--- src/rtl/serial_frame_deserializer.sv ---
// ---------------------------------------------------------------------------
// serial_frame_deserializer
//
// Rebuilds words from a one-bit-per-clock serial line. Each frame is a start
// bit (0), DATA_WIDTH data bits LSB first, an optional parity bit and a stop
// bit (1); the line idles high. Good words are offered on a valid/ready port.
// Framing, parity and overrun problems raise one-cycle pulses and bump a
// saturating error counter.
//
// Ports:
//   clk_i        rising-edge system clock
//   reset_ni     asynchronous, active-low reset
//   serial_i     serial line, sampled on every rising edge
//   data_o       received word, stable while valid_o=1 and ready_i=0
//   valid_o      data_o holds a word the consumer has not taken yet
//   ready_i      consumer takes the word on an edge where valid_o=1
//   busy_o       a frame is being received
//   frame_err_o  pulse: stop bit was 0
//   parity_err_o pulse: parity bit did not match the data
//   overrun_o    pulse: good word dropped because the output was still full
//   err_count_o  saturating total of all error pulses
// ---------------------------------------------------------------------------
module serial_frame_deserializer #(
   parameter int DATA_WIDTH    = 8,
   parameter int PARITY_EN     = 0,
   parameter int PARITY_ODD    = 0,
   parameter int ERR_CNT_WIDTH = 8
) (
   input  logic                     clk_i,
   input  logic                     reset_ni,
   input  logic                     serial_i,
   output logic [DATA_WIDTH-1:0]    data_o,
   output logic                     valid_o,
   input  logic                     ready_i,
   output logic                     busy_o,
   output logic                     frame_err_o,
   output logic                     parity_err_o,
   output logic                     overrun_o,
   output logic [ERR_CNT_WIDTH-1:0] err_count_o
);

   localparam int                     CNT_W      = $clog2(DATA_WIDTH);
   localparam logic [CNT_W-1:0]       LAST_BIT   = CNT_W'(DATA_WIDTH - 1);
   localparam logic [CNT_W-1:0]       CNT_ONE    = CNT_W'(1);
   localparam logic [ERR_CNT_WIDTH-1:0] ERR_ONE  = ERR_CNT_WIDTH'(1);
   localparam logic                   ODD_PARITY = (PARITY_ODD != 0);

   typedef enum logic [1:0] {
      IDLE,
      DATA,
      PARITY,
      STOP
   } state_e;

   state_e                   state_q;
   logic [CNT_W-1:0]         bitCnt_q;
   logic [DATA_WIDTH-1:0]    shift_q;
   logic [DATA_WIDTH-1:0]    data_q;
   logic                     parityBad_q;
   logic                     valid_q;
   logic                     frameErr_q;
   logic                     parityErr_q;
   logic                     overrun_q;
   logic [ERR_CNT_WIDTH-1:0] errCount_q;

   logic                     parityBad_d;
   logic                     xfer_d;
   logic                     errEvent_d;

   // Decode of the current edge: whether the sampled parity bit disagrees with
   // the collected data, whether the consumer takes the word now, and whether
   // this edge ends a frame with any kind of error. A stop edge is an error if
   // the stop bit is 0, a parity mismatch was remembered, or a good word finds
   // the output still occupied by an untaken word.
   always_comb begin
      parityBad_d = serial_i != ((^shift_q) ^ ODD_PARITY);
      xfer_d      = valid_q & ready_i;
      errEvent_d  = (state_q == STOP) &
                    (~serial_i | parityBad_q | (valid_q & ~ready_i));
   end

   // Frame receiver and output register. Error pulses default low every edge
   // so they last exactly one cycle. The handshake clear is written before the
   // STOP branch so that a word loading on the same edge as a transfer wins
   // and valid stays high. A 0 stop bit sends the machine back to IDLE without
   // treating it as the next start bit.
   always_ff @(posedge clk_i or negedge reset_ni) begin
      if (!reset_ni) begin
         state_q     <= IDLE;
         bitCnt_q    <= '0;
         shift_q     <= '0;
         data_q      <= '0;
         parityBad_q <= 1'b0;
         valid_q     <= 1'b0;
         frameErr_q  <= 1'b0;
         parityErr_q <= 1'b0;
         overrun_q   <= 1'b0;
         errCount_q  <= '0;
      end else begin
         frameErr_q  <= 1'b0;
         parityErr_q <= 1'b0;
         overrun_q   <= 1'b0;

         if (xfer_d) begin
            valid_q <= 1'b0;
         end

         if (errEvent_d && (errCount_q != '1)) begin
            errCount_q <= errCount_q + ERR_ONE;
         end

         unique case (state_q)
            IDLE: begin
               if (!serial_i) begin
                  state_q     <= DATA;
                  bitCnt_q    <= '0;
                  parityBad_q <= 1'b0;
               end
            end
            DATA: begin
               shift_q  <= {serial_i, shift_q[DATA_WIDTH-1:1]};
               bitCnt_q <= bitCnt_q + CNT_ONE;
               if (bitCnt_q == LAST_BIT) begin
                  if (PARITY_EN != 0) begin
                     state_q <= PARITY;
                  end else begin
                     state_q <= STOP;
                  end
               end
            end
            PARITY: begin
               parityBad_q <= parityBad_d;
               state_q     <= STOP;
            end
            STOP: begin
               state_q <= IDLE;
               if (!serial_i) begin
                  frameErr_q <= 1'b1;
               end else if (parityBad_q) begin
                  parityErr_q <= 1'b1;
               end else if (valid_q && !ready_i) begin
                  overrun_q <= 1'b1;
               end else begin
                  data_q  <= shift_q;
                  valid_q <= 1'b1;
               end
            end
            default: begin
               state_q <= IDLE;
            end
         endcase
      end
   end

   assign data_o       = data_q;
   assign valid_o      = valid_q;
   assign busy_o       = (state_q != IDLE);
   assign frame_err_o  = frameErr_q;
   assign parity_err_o = parityErr_q;
   assign overrun_o    = overrun_q;
   assign err_count_o  = errCount_q;

endmodule

--- config.mk ---
export PLATFORM = sky130hd
export DESIGN_NAME = serial_frame_deserializer
export DESIGN_NICKNAME = d
export VERILOG_FILES = /design/src/rtl/serial_frame_deserializer.sv
export SDC_FILE = /design/constraint.sdc
export NUM_CORES = 1
export LEC_CHECK = 0
export ABC_AREA = 1
export CAP_MARGIN = 20
export CELL_PAD_IN_SITES_DETAIL_PLACEMENT = 0
export CELL_PAD_IN_SITES_GLOBAL_PLACEMENT = 1
export CORE_MARGIN = 2
export CORE_UTILIZATION = 45
export CTS_BUF_LIST = sky130_fd_sc_hd__clkbuf_4
export CTS_CLUSTER_SIZE = 24
export DETAILED_ROUTE_END_ITERATION = 10
export PLACE_DENSITY = 0.87
export SETUP_SLACK_MARGIN = 0.3
export SLEW_MARGIN = 20
export SYNTH_ARGS = -nofsm -noshare
export SYNTH_HDL_FRONTEND = slang
export SYNTH_SLANG_ARGS = --single-unit
--- constraint.sdc ---
create_clock -name clk_i -period 3.3 [get_ports clk_i]
set_clock_uncertainty 0.2 [all_clocks]
set_input_delay 0.825 -clock clk_i [delete_from_list [all_inputs] [get_ports clk_i]]
set_output_delay 0.825 -clock clk_i [all_outputs]
set_load 0.05 [all_outputs]
======== After elaboration in Yosys (flattened, before gate mapping) ========
Cells that the tools add are included.
cells by class
  add/subtract/negate cells ............... 2
  equal/unequal tests ..................... 8
  multiplexer cells ....................... 21
  bitwise operators ....................... 9
  reductions and logical operators ........ 12
operator list
  cell                   count
  $mux W1                15
  $add A8 B1 Y8 const B  1
  $ne A8 B8 Y1 const B   1
  $pmux W2 S4            1
  $reduce_xor A8 Y1      1
  $pmux W3 S2            1
  $reduce_and A2 Y1      3
  $reduce_bool A2 Y1     3
  $eq A2 B2 Y1 const B   2
  $mux W2                2
  $ne A2 B2 Y1 const B   2
  $not A1 Y1             4
  $reduce_and A4 Y1      1
  $add A3 B1 Y3 const B  1
  $and A1 B1 Y1          3
  $eq A3 B3 Y1 const B   1
  $mux W3                1
  $eq A2 B1 Y1 const B   1
  $logic_and A1 B1 Y1    2
  $logic_not A2 Y1       1
  $or A1 B1 Y1           2
  $pmux W1 S2            1
  $logic_not A1 Y1       1
  $ne A1 B1 Y1           1
word-level totals
  register bits ........................... 34
  logic and storage cells ................. 62

======== Depth between registers and ports, before layout ========
Gate-level depths: netlist of run 1.
  depth in word-level cells ............... 6
  mapped depth ............................ 10
  gate-level depth less buffers ........... 10

======== Least setup slack after synthesis of run 1 ========
No wires, ideal clock.
  kind .................................... register -> output
  from .................................... register state_q[0]
  to ...................................... output busy_o
  arrival time ............................ 0.997 ns
  slack ................................... 1.278 ns
  cell stages (with the launch flop) ...... 4
  path buffers ............................ 0
  path through ............................ dfrtp_1 -> inv_1 -> ha_1 -> inv_1
between the ends
  cells in the longest elaborated chain, start to end .. 1
ends and longest elaborated chain
  item                    RTL line  source
  from (decl)             55        state_e state_q;
  from (signal assigned)  89        state_q <= IDLE;
  from (signal assigned)  115       state_q <= DATA;
  from (signal assigned)  125       state_q <= PARITY;
  $reduce_bool A2 Y1      157       assign busy_o = (state_q != IDLE);
  to (decl)               35        output logic busy_o,
Every way passes these cells.

======== Worst setup path after layout of run 1 ========
Same ends and word-level chain as after synthesis.

==> results.json, run 1 <==
{
  "status": "complete, no violations",
  "hp-class": "flip-flop to flip-flop",
  "final_hold_viol_count": 0,
  "startpoint": "state_q[0]",
  "grt_pass1_vias": 1297,
  "synth_most_common_cell": "nand2_1",
  "clockRootBuffer": "clkbuf_4",
  "synth-seq-cells": 34,
  "critPathKind": "flip-flop to primary output",
  "drt_first_pass_iters": 4,
  "synth_area_leader_cell": "dfrtp_1",
  "antenna_found_initial": 0,
  "synth_top_area_share_pct": 50.9,
  "clock_latency_ps": 330,
  "io_pins": 25,
  "cts_buffer_depth": 2,
  "coreArea_sq_mm": 0.00361,
  "ant_nets": 0,
  "slowest_delay_ps": 540,
  "finalMaxSlewViolations": 0,
  "synth_area_per_cell_sq_um": 8.52,
  "drc_errors": 0,
  "fin_setup_tns_ps": 0,
  "min_period_ps": 2750,
  "die_x_microns": 64.9,
  "synth_flop_cell": "dfrtp_1",
  "max_slew_margin_pct": 60.4,
  "drt_iter0_markers": 60,
  "arrival_ps": 1720,
  "synth_nets": 208,
  "floorplan.die.height_microns": 64.9,
  "gr-total-overflow": 0,
  "setup_viol": 0,
  "grt_setup_unrepaired": "no",
  "hold_buffers": 0,
  "synthArstFlopShare_pct": 100,
  "fin_crit_sh_pct": 83.3,
  "cp_max_fo": 5,
  "grt_start_max_net_pins": 35,
  "cts_tree": "done",
  "wl_mm": 3.05,
  "drive_gt1_share_pct": 8.89,
  "syn2layout_area_growth_pct": 21.7,
  "dpl.hpwl_mm": 2.28,
  "ys_seq_area_share_pct": 50.9,
  "rows": 22,
  "r2r-start": "state_q[1]",
  "synthCells": 196,
  "crit_chain": "inv_1 > ha_1 > inv_1 > dlygate4sd2_1",
  "initial_core_util_pct": 46.3,
  "synth_common_cells": "nand2_1 (62), dfrtp_1 (34), inv_1 (26)",
  "finalCoreUtilization_pct": 56.4,
  "yosysUniqueCellTypes": 25,
  "cts.sinks": 34,
  "max_freq_mhz": 364,
  "synth-edff-count": 0,
  "gp_congestion": 0.748,
  "ir_drop_mv": 0.463,
  "cts_resized": 1,
  "drv_cap": 0,
  "min-delay-start": "data_o[1]",
  "yosys_warnings": 0,
  "leakage_uw": 0.000995,
  "cp_data_required_time_ps": 2270,
  "crit_top_cell": "inv_1",
  "htreeDepth": 2,
  "nets": 236,
  "cellPowerDensity_mw_per_mm2": 1070,
  "cpMaxStageDelayCell": "dlygate4sd2_1",
  "total_power_uw": 2180,
  "cts_setup_buffers": 0,
  "viasPerCell": 4.78,
  "wl_per_cell_microns": 11.2,
  "cp-start-kind": "flip-flop",
  "grt_usage_pct": 16.8,
  "worstMarginPinSlew_ps": 595,
  "die_area_sq_mm": 0.00422,
  "antenna_cells": 0,
  "crit_path_end_kind": "primary output",
  "vias": 1306,
  "netlist_area_sq_mm": 0.00167,
  "cts_buffers": 5,
  "synthTopCellsByArea": "dfrtp_1 (51%), nand2_1 (14%), o21ai_0 (7.2%), ha_1 (6.0%), inv_1 (5.8%)",
  "clkTransAtPathRegs_ps": 100,
  "grt_first_pass_wirelength_mm": 5.41,
  "io_buffers": 24
}
[placed cells by master, fill, tap and decap left out]
master           instances
nand2_1                 62
dfrtp_1                 34
inv_1                   26
o21ai_0                 24
clkdlybuf4s50_1         23
nand3_1                  9
ha_1                     8
nor2_1                   6
clkbuf_4                 5
a21oi_1                  3
xnor2_1                  3
nor3_1                   2
nand4_2                  2
xor2_1                   2
o21ai_2                  2
clkinv_2                 2
inv_2                    1
o21ai_1                  1
nand3_2                  1
nor2_2                   1
a31oi_2                  1
nand2_4                  1
inv_4                    1
nand2_2                  1
nand3b_1                 1
bufinv_16                1
dlygate4sd2_1            1
buf_4                    1
[power breakdown]
| group | internal, uW | total, uW | switching (uW) |
|---|---|---|---|
| Clock | 157 | 298 | 141 |
| Combinational | 384 | 1150 | 771 |
| Sequential | 588 | 730 | 142 |
[area by class of cell]
cell class,instances,area [sq um]
tap,48,60.1
fill,334,1570
inverter,28,108
sequential,34,851
clock buffer,5,37.5
multi-input combinational,130,691
clock inverter,3,40.0
timing repair buffer,25,246
[path summary, 6_finish.rpt]
check | depth (start not counted) | to | slack (ps)
max | 4 | busy_o | 550
min | 2 | data_o[1] | 290
max reg2reg | 5 | state_q[0] | 1330
min reg2reg | 2 | data_o[1] | 290
max in group asynchronous | 2 | data_o[3] | 1910
min in group asynchronous | 2 | err_count_o[2] | 680
[stage by stage]
| stage | instances | instance area [sq um] | setup slack (ps) | hold slack [ps] |
|---|---|---|---|---|
| after detailed placement | 265 | 1960 | 648 | 272 |
| after CTS | 273 | 2030 | 537 | 302 |
| final | 273 | 2030 | 550 | 292 |
| after global routing | 273 | 2030 | 408 | 323 |
| after floorplan | 196 | 1670 | 1280 | 251 |
| after global placement | 265 | 1960 | 714 | 265 |
[critical path, delay by kind of cell (launching register included)]
| kind | cells | cell delay (ps) |
|---|---|---|
| adders and majority gates | 1 | 220 |
| DFF | 1 | 450 |
| buffers and inverters | 3 | 720 |
[sequential cells by signal, indices dropped and copies added, names as in the netlist]
signal / flops
valid_o: 1
shift_q: 8
bitCnt_q: 3
state_q: 2
data_o: 8
frame_err_o: 1
overrun_o: 1
parity_err_o: 1
parityBad_q: 1
err_count_o: 8
[metal layers]
| layer | vias to the layer above | part of all wire, % | GRT usage [%] |
|---|---|---|---|
| li1 | 670 | - | - |
| met1 | 608 | 45 | 18.4 |
| met2 | 21 | 50 | 30.3 |
| met3 | 7 | 3.8 | 4.34 |
| met4 | 0 | 2.0 | 7.18 |
| met5 | - | 0 | 0 |
[kinds of logic (layout without fill, tap and decap cells)]
group / after synthesis / count (layout) / share of synthesized area (%)
compound gates: 31 / 31 / 10.2
xor+xnor: 5 / 5 / 2.62
fa+ha+maj: 8 / 8 / 5.99
buf+inv: 32 / 61 / 7.72
flops: 34 / 34 / 50.9
simple gates: 86 / 86 / 22.5
Power figures use the tool's default switching activity.
==> run 2, diff against run 1 <==
--- a/config.mk
+++ b/config.mk
@@ -10,11 +10,11 @@
 export CELL_PAD_IN_SITES_DETAIL_PLACEMENT = 0
 export CELL_PAD_IN_SITES_GLOBAL_PLACEMENT = 1
 export CORE_MARGIN = 2
-export CORE_UTILIZATION = 45
+export CORE_UTILIZATION = 41
 export CTS_BUF_LIST = sky130_fd_sc_hd__clkbuf_4
 export CTS_CLUSTER_SIZE = 24
 export DETAILED_ROUTE_END_ITERATION = 10
-export PLACE_DENSITY = 0.87
+export PLACE_DENSITY = 0.8
 export SETUP_SLACK_MARGIN = 0.3
 export SLEW_MARGIN = 20
 export SYNTH_ARGS = -nofsm -noshare
==> constraint.sdc (replaced) <==
create_clock -name clk_i -period 2.7 [get_ports clk_i]
set_clock_uncertainty 0.2 [all_clocks]
set_input_delay 0.675 -clock clk_i [delete_from_list [all_inputs] [get_ports clk_i]]
set_output_delay 0.675 -clock clk_i [all_outputs]
set_load 0.05 [all_outputs]
==> run 2 against run 1 <==
Power grew 16%. Die area grew 9.1%. Sequential power grew 22%. Clock power shrank 8.7%. Non-clock buffer count grew 1.
==> results.json, run 2 (synthesis results as in run 1) <==
{
  "status": "complete, no violations",
  "drt_iter0_markers": 77,
  "clockRootBuffer": "clkbuf_4",
  "antenna_cells": 0,
  "cts_tree": "done",
  "min_period_ps": 2340,
  "pwr-share-seq_pct": 35.3,
  "htreeDepth": 2,
  "die_area_sq_mm": 0.00460,
  "final_hold_viol_count": 0,
  "cellPowerDensity_mw_per_mm2": 1240,
  "rows": 23,
  "crit_chain": "clkdlybuf4s50_1",
  "dp.cells": 268,
  "startpoint": "frame_err_o",
  "syn2layout_area_growth_pct": 21.3,
  "pwr-share-comb_pct": 53.9,
  "critPathKind": "flip-flop to primary output",
  "cp_max_fo": 1,
  "slowest_delay_ps": 800,
  "drt_first_pass_iters": 4,
  "wl_mm": 2.95,
  "gr-total-overflow": 0,
  "top_usage_layer": "met2",
  "ant_nets": 0,
  "grt_usage_pct": 15.8,
  "nFillCells": 387,
  "cts_setup_buffers": 0,
  "grtUsageMet1_pct": 21.2,
  "max_slew_margin_pct": 66.4,
  "gr-usage-met3_pct": 5.43,
  "whs_ps": 288,
  "dpl.hpwl_mm": 2.13,
  "finalMaxSlewViolations": 0,
  "wl_per_cell_microns": 10.7,
  "io_buffers": 24,
  "viasPerCell": 4.60,
  "gp_congestion": 0.725,
  "grt_start_max_net_pins": 35,
  "ir_drop_mv": 0.486,
  "drc_errors": 0,
  "cts.sinks": 34,
  "io_pins": 25,
  "critical_path_depth": 1,
  "hold_depth": 2,
  "grt_first_pass_wirelength_mm": 5.35,
  "crit_path_end_kind": "primary output",
  "cpMaxStageDelayCell": "clkdlybuf4s50_1",
  "clkTransAtPathRegs_ps": 100,
  "min-delay-start": "data_o[3]",
  "vias": 1270,
  "max_freq_mhz": 427,
  "path_buf_inv": 1,
  "leakage_uw": 0.00115,
  "cts_buffers": 5,
  "cp_data_required_time_ps": 1820,
  "hp-class": "flip-flop to flip-flop",
  "coreArea_sq_mm": 0.00397,
  "worstMarginPinSlew_ps": 503,
  "switching_share_pct": 50.2,
  "setup_viol": 0,
  "p_switching_uw": 1270,
  "arrival_ps": 1470,
  "cp-start-kind": "flip-flop",
  "r2r-start": "state_q[1]",
  "floorplan.die.height_microns": 67.8,
  "die_x_microns": 67.8,
  "grt_setup_unrepaired": "no",
  "clock_power_share_pct": 10.8,
  "fin_setup_tns_ps": 0,
  "final_cells": 276,
  "initial_core_util_pct": 42.1,
  "drv_cap": 0,
  "clock_latency_ps": 330,
  "cp_top_family": "buffers and inverters",
  "layout_common_cells": "nand2_1 (62), dfrtp_1 (33), inv_1 (26), o21ai_0 (24), dlygate4sd2_1 (10)",
  "drive_gt1_share_pct": 9.73,
  "grt_use_met2_pct": 23.8,
  "internal-power_uw": 1260,
  "cts_buffer_depth": 2,
  "layout_commonest_cell": "nand2_1",
  "fin_crit_sh_pct": 86.8,
  "reg2regPathDepth": 7,
  "grt_pass1_vias": 1180,
  "nets": 237,
  "antenna_found_initial": 0
}
[run 2: what timing repair did]
action,in CTS,in global routing
gates resized for setup,10,9
endpoints found under the setup margin,10,9
hold buffers,0,0
[run 2: per-layer routing]
layer  up-vias  routed length (microns)
li1        675                        -
met2        23                     1310
met1       568                     1470
met5         -                        0
met4         0                       30
met3         4                      142
[run 2: final cells by class]
cell class | instances | area (sq um) | share of cell area, %
Inverter | 28 | 108 | 5.31
Clock buffer | 6 | 45.0 | 2.22
Tap cell | 50 | 62.6 | 3.09
Multi-Input combinational cell | 130 | 691 | 34.1
Sequential cell | 34 | 852 | 42.0
Clock inverter | 2 | 8.76 | 0.432
Timing Repair Buffer | 26 | 260 | 12.8
[run 2: worst reg2reg max path, cell delays in order (launching register included)]
cell and delay [ps]:
dfrtp_1 430, inv_1 110, ha_1 140, buf_4 210
inv_1 50, o21ai_0 340, nor2_1 70, a21oi_1 110
[run 2: metrics by stage]
| step | setup WS (ps) | instance area [sq um] | total power (uW) | util [%] |
|---|---|---|---|---|
| global placement | 391 | 1960 | 2310 | 49.5 |
| CTS | 302 | 2010 | 2570 | 50.5 |
| detailed placement | 326 | 1960 | 2330 | 49.5 |
| floorplan | 791 | 1670 | 1920 | - |
| finish | 356 | 2030 | 2520 | 51.0 |
| global route | 303 | 2030 | 2770 | 51.0 |
[run 2: power by group through the flow]
stage               Combinational [uW]  Sequential (uW)  Clock, uW
floorplan                          651             1270          0
global placement                  1410              906          0
detailed placement                1420              903          0
CTS                               1390              893        286
global route                      1530              926        309
finish                            1360              891        272
[run 2: path summary, 6_finish.rpt]
path	slack (ps)	end
min in group asynchronous	540	parity_err_o
setup / recovery	360	frame_err_o
setup reg to reg	960	state_q[1]
hold / removal	290	data_o[3]
max in group asynchronous	1440	state_q[0]
hold reg to reg	290	data_o[3]
==> run 3, diff against run 2 <==
==> constraint.sdc (replaced) <==
create_clock -name clk_i -period 2.7 [get_ports clk_i]
set_clock_uncertainty 0.2 [all_clocks]
set_input_delay 0.675 -clock clk_i [delete_from_list [all_inputs] [get_ports clk_i]]
set_output_delay 0.675 -clock clk_i [all_outputs]
set_load 0.1 [all_outputs]
==> run 3 against run 2 <==
Sequential cell count is the same. Register-to-register slack improved by 110 ps. Setup slack improved by 92 ps. Sequential share of layout area rose by 0.58 points. Final cell count decreased by 0.36%. Count of clock-buffer cells in the layout down 1. Fmax is 4.1% higher. Hold slack worse by 3.3 ps.
==> results.json, run 3 (synthesis results as in run 1) <==
{
  "status": "complete, no violations",
  "dpl.hpwl_mm": 2.14,
  "final_cells": 275,
  "grt_use_met2_pct": 23.2,
  "grt_start_max_net_pins": 35,
  "reg2regPathDepth": 6,
  "die_area_sq_mm": 0.00460,
  "nets": 237,
  "cts_resized": 0,
  "io_buffers": 24,
  "wl_mm": 2.94,
  "r2r-start": "state_q[1]",
  "fin_crit_sh_pct": 83.4,
  "floorplan.die.height_microns": 67.8,
  "reg2reg_to": "bitCnt_q[2]",
  "clkTransAtPathRegs_ps": 100,
  "arrival_ps": 1380,
  "viasPerCell": 4.55,
  "max_freq_mhz": 444,
  "fin_setup_tns_ps": 0,
  "whs_ps": 285,
  "initial_core_util_pct": 42.1,
  "grt_first_pass_wirelength_mm": 5.03,
  "clock_latency_ps": 330,
  "dp.cells": 268,
  "htreeDepth": 2,
  "grtUsageMet1_pct": 18.6,
  "wl_per_cell_microns": 10.7,
  "rows": 23,
  "cp-start-kind": "flip-flop",
  "nFillCells": 397,
  "gr-usage-met3_pct": 5.59,
  "min-delay-start": "bitCnt_q[0]",
  "setup_viol": 0,
  "grt_setup_unrepaired": "no",
  "gr-total-overflow": 0,
  "ant_nets": 0,
  "antenna_found_initial": 0,
  "max_slew_margin_pct": 71.3,
  "hold_buffers": 0,
  "min_period_ps": 2250,
  "hold_depth": 1,
  "clockRootBuffer": "clkbuf_4",
  "antenna_cells": 0,
  "cp_data_required_time_ps": 1820,
  "coreArea_sq_mm": 0.00397,
  "drive_gt1_share_pct": 18.2,
  "vias": 1252,
  "cts_buffer_depth": 2,
  "worstMarginPinSlew_ps": 430,
  "drv_cap": 0,
  "cp_max_fo": 4,
  "finalMaxSlewViolations": 0,
  "io_pins": 25,
  "fin_area_sq_mm": 0.00200,
  "cts_setup_buffers": 0,
  "final_hold_viol_count": 0,
  "gp_congestion": 0.743,
  "layout_commonest_cell": "nand2_1",
  "critPathKind": "flip-flop to primary output",
  "top_usage_layer": "met2",
  "drt_first_pass_iters": 4,
  "die_x_microns": 67.8,
  "cts.sinks": 34,
  "crit_path_end_kind": "primary output",
  "whs_endpoint": "bitCnt_q[0]",
  "cts_buffers": 5,
  "drt_iter0_markers": 54,
  "cts_tree": "done",
  "drc_errors": 0,
  "multi_input_area_sq_um": 691,
  "r2r_slack_ps": 1070,
  "regArea_sq_um": 852,
  "grt_usage_pct": 14.8,
  "layout_common_cells": "nand2_1 (62), dfrtp_1 (33), inv_1 (26), o21ai_0 (24), buf_4 (22)",
  "hp-class": "flip-flop to flip-flop",
  "grt_pass1_vias": 1194,
  "syn2layout_area_growth_pct": 19.7,
  "place_area_sq_mm": 0.00193
}
[run 3: changes by cell type in the layout (fill, tap and decap cells not counted), moves of 2 or more]
cell             change
buf_4               +19
clkdlybuf4s50_1      -2
dlygate4sd2_1       -10
dlymetal6s2s_1       -8
[run 3: layer usage]
metal / vias to the layer above / wire [microns] / share of wire [%]
li1: 679 / - / -
met1: 548 / 1500 / 51
met2: 21 / 1260 / 43
met3: 4 / 154 / 5.2
met4: 0 / 34 / 1.2
met5: - / 0 / 0
[run 3: worst max path at each step]
| stage | startpoint | to | slack, ps | depth (start not counted) |
|---|---|---|---|---|
| final | state_q[1] | busy_o | 450 | 4 |
| after global routing | state_q[1] | busy_o | 320 | 4 |
| after CTS | state_q[0] | busy_o | 380 | 4 |
| after detailed placement | serial_i | data_o[0] | 370 | 3 |
| after global placement | serial_i | data_o[0] | 400 | 4 |
| after floorplan | err_count_o[0] | err_count_o[7] | 400 | 8 |
[run 3: stage by stage]
step / setup WS [ps] / utilization (%)
2_1_floorplan: 397 / -
6_report: 449 / 50.3
3_3_place_gp: 404 / 48.5
3_5_place_dp: 371 / 48.5
5_1_grt: 316 / 50.3
4_1_cts: 377 / 50.3
[run 3: worst max-delay path, stage by stage, from the launching register on]
cell	delay (ps)
dfrtp_1	410
inv_1	90
ha_1	190
inv_1	150
buf_12	200
[run 3: final cells by class]
type	count	area share [%]
sequential	34	42.6
multi-input combinational	130	34.5
timing repair buffer	26	10.8
inverter	28	5.38
tap	50	3.13
clock buffer	5	1.88
clock inverter	2	1.69
Power of run 3 is not shown: default switching activity piles up to over one toggle a cycle in this logic, so the estimate is an artifact.
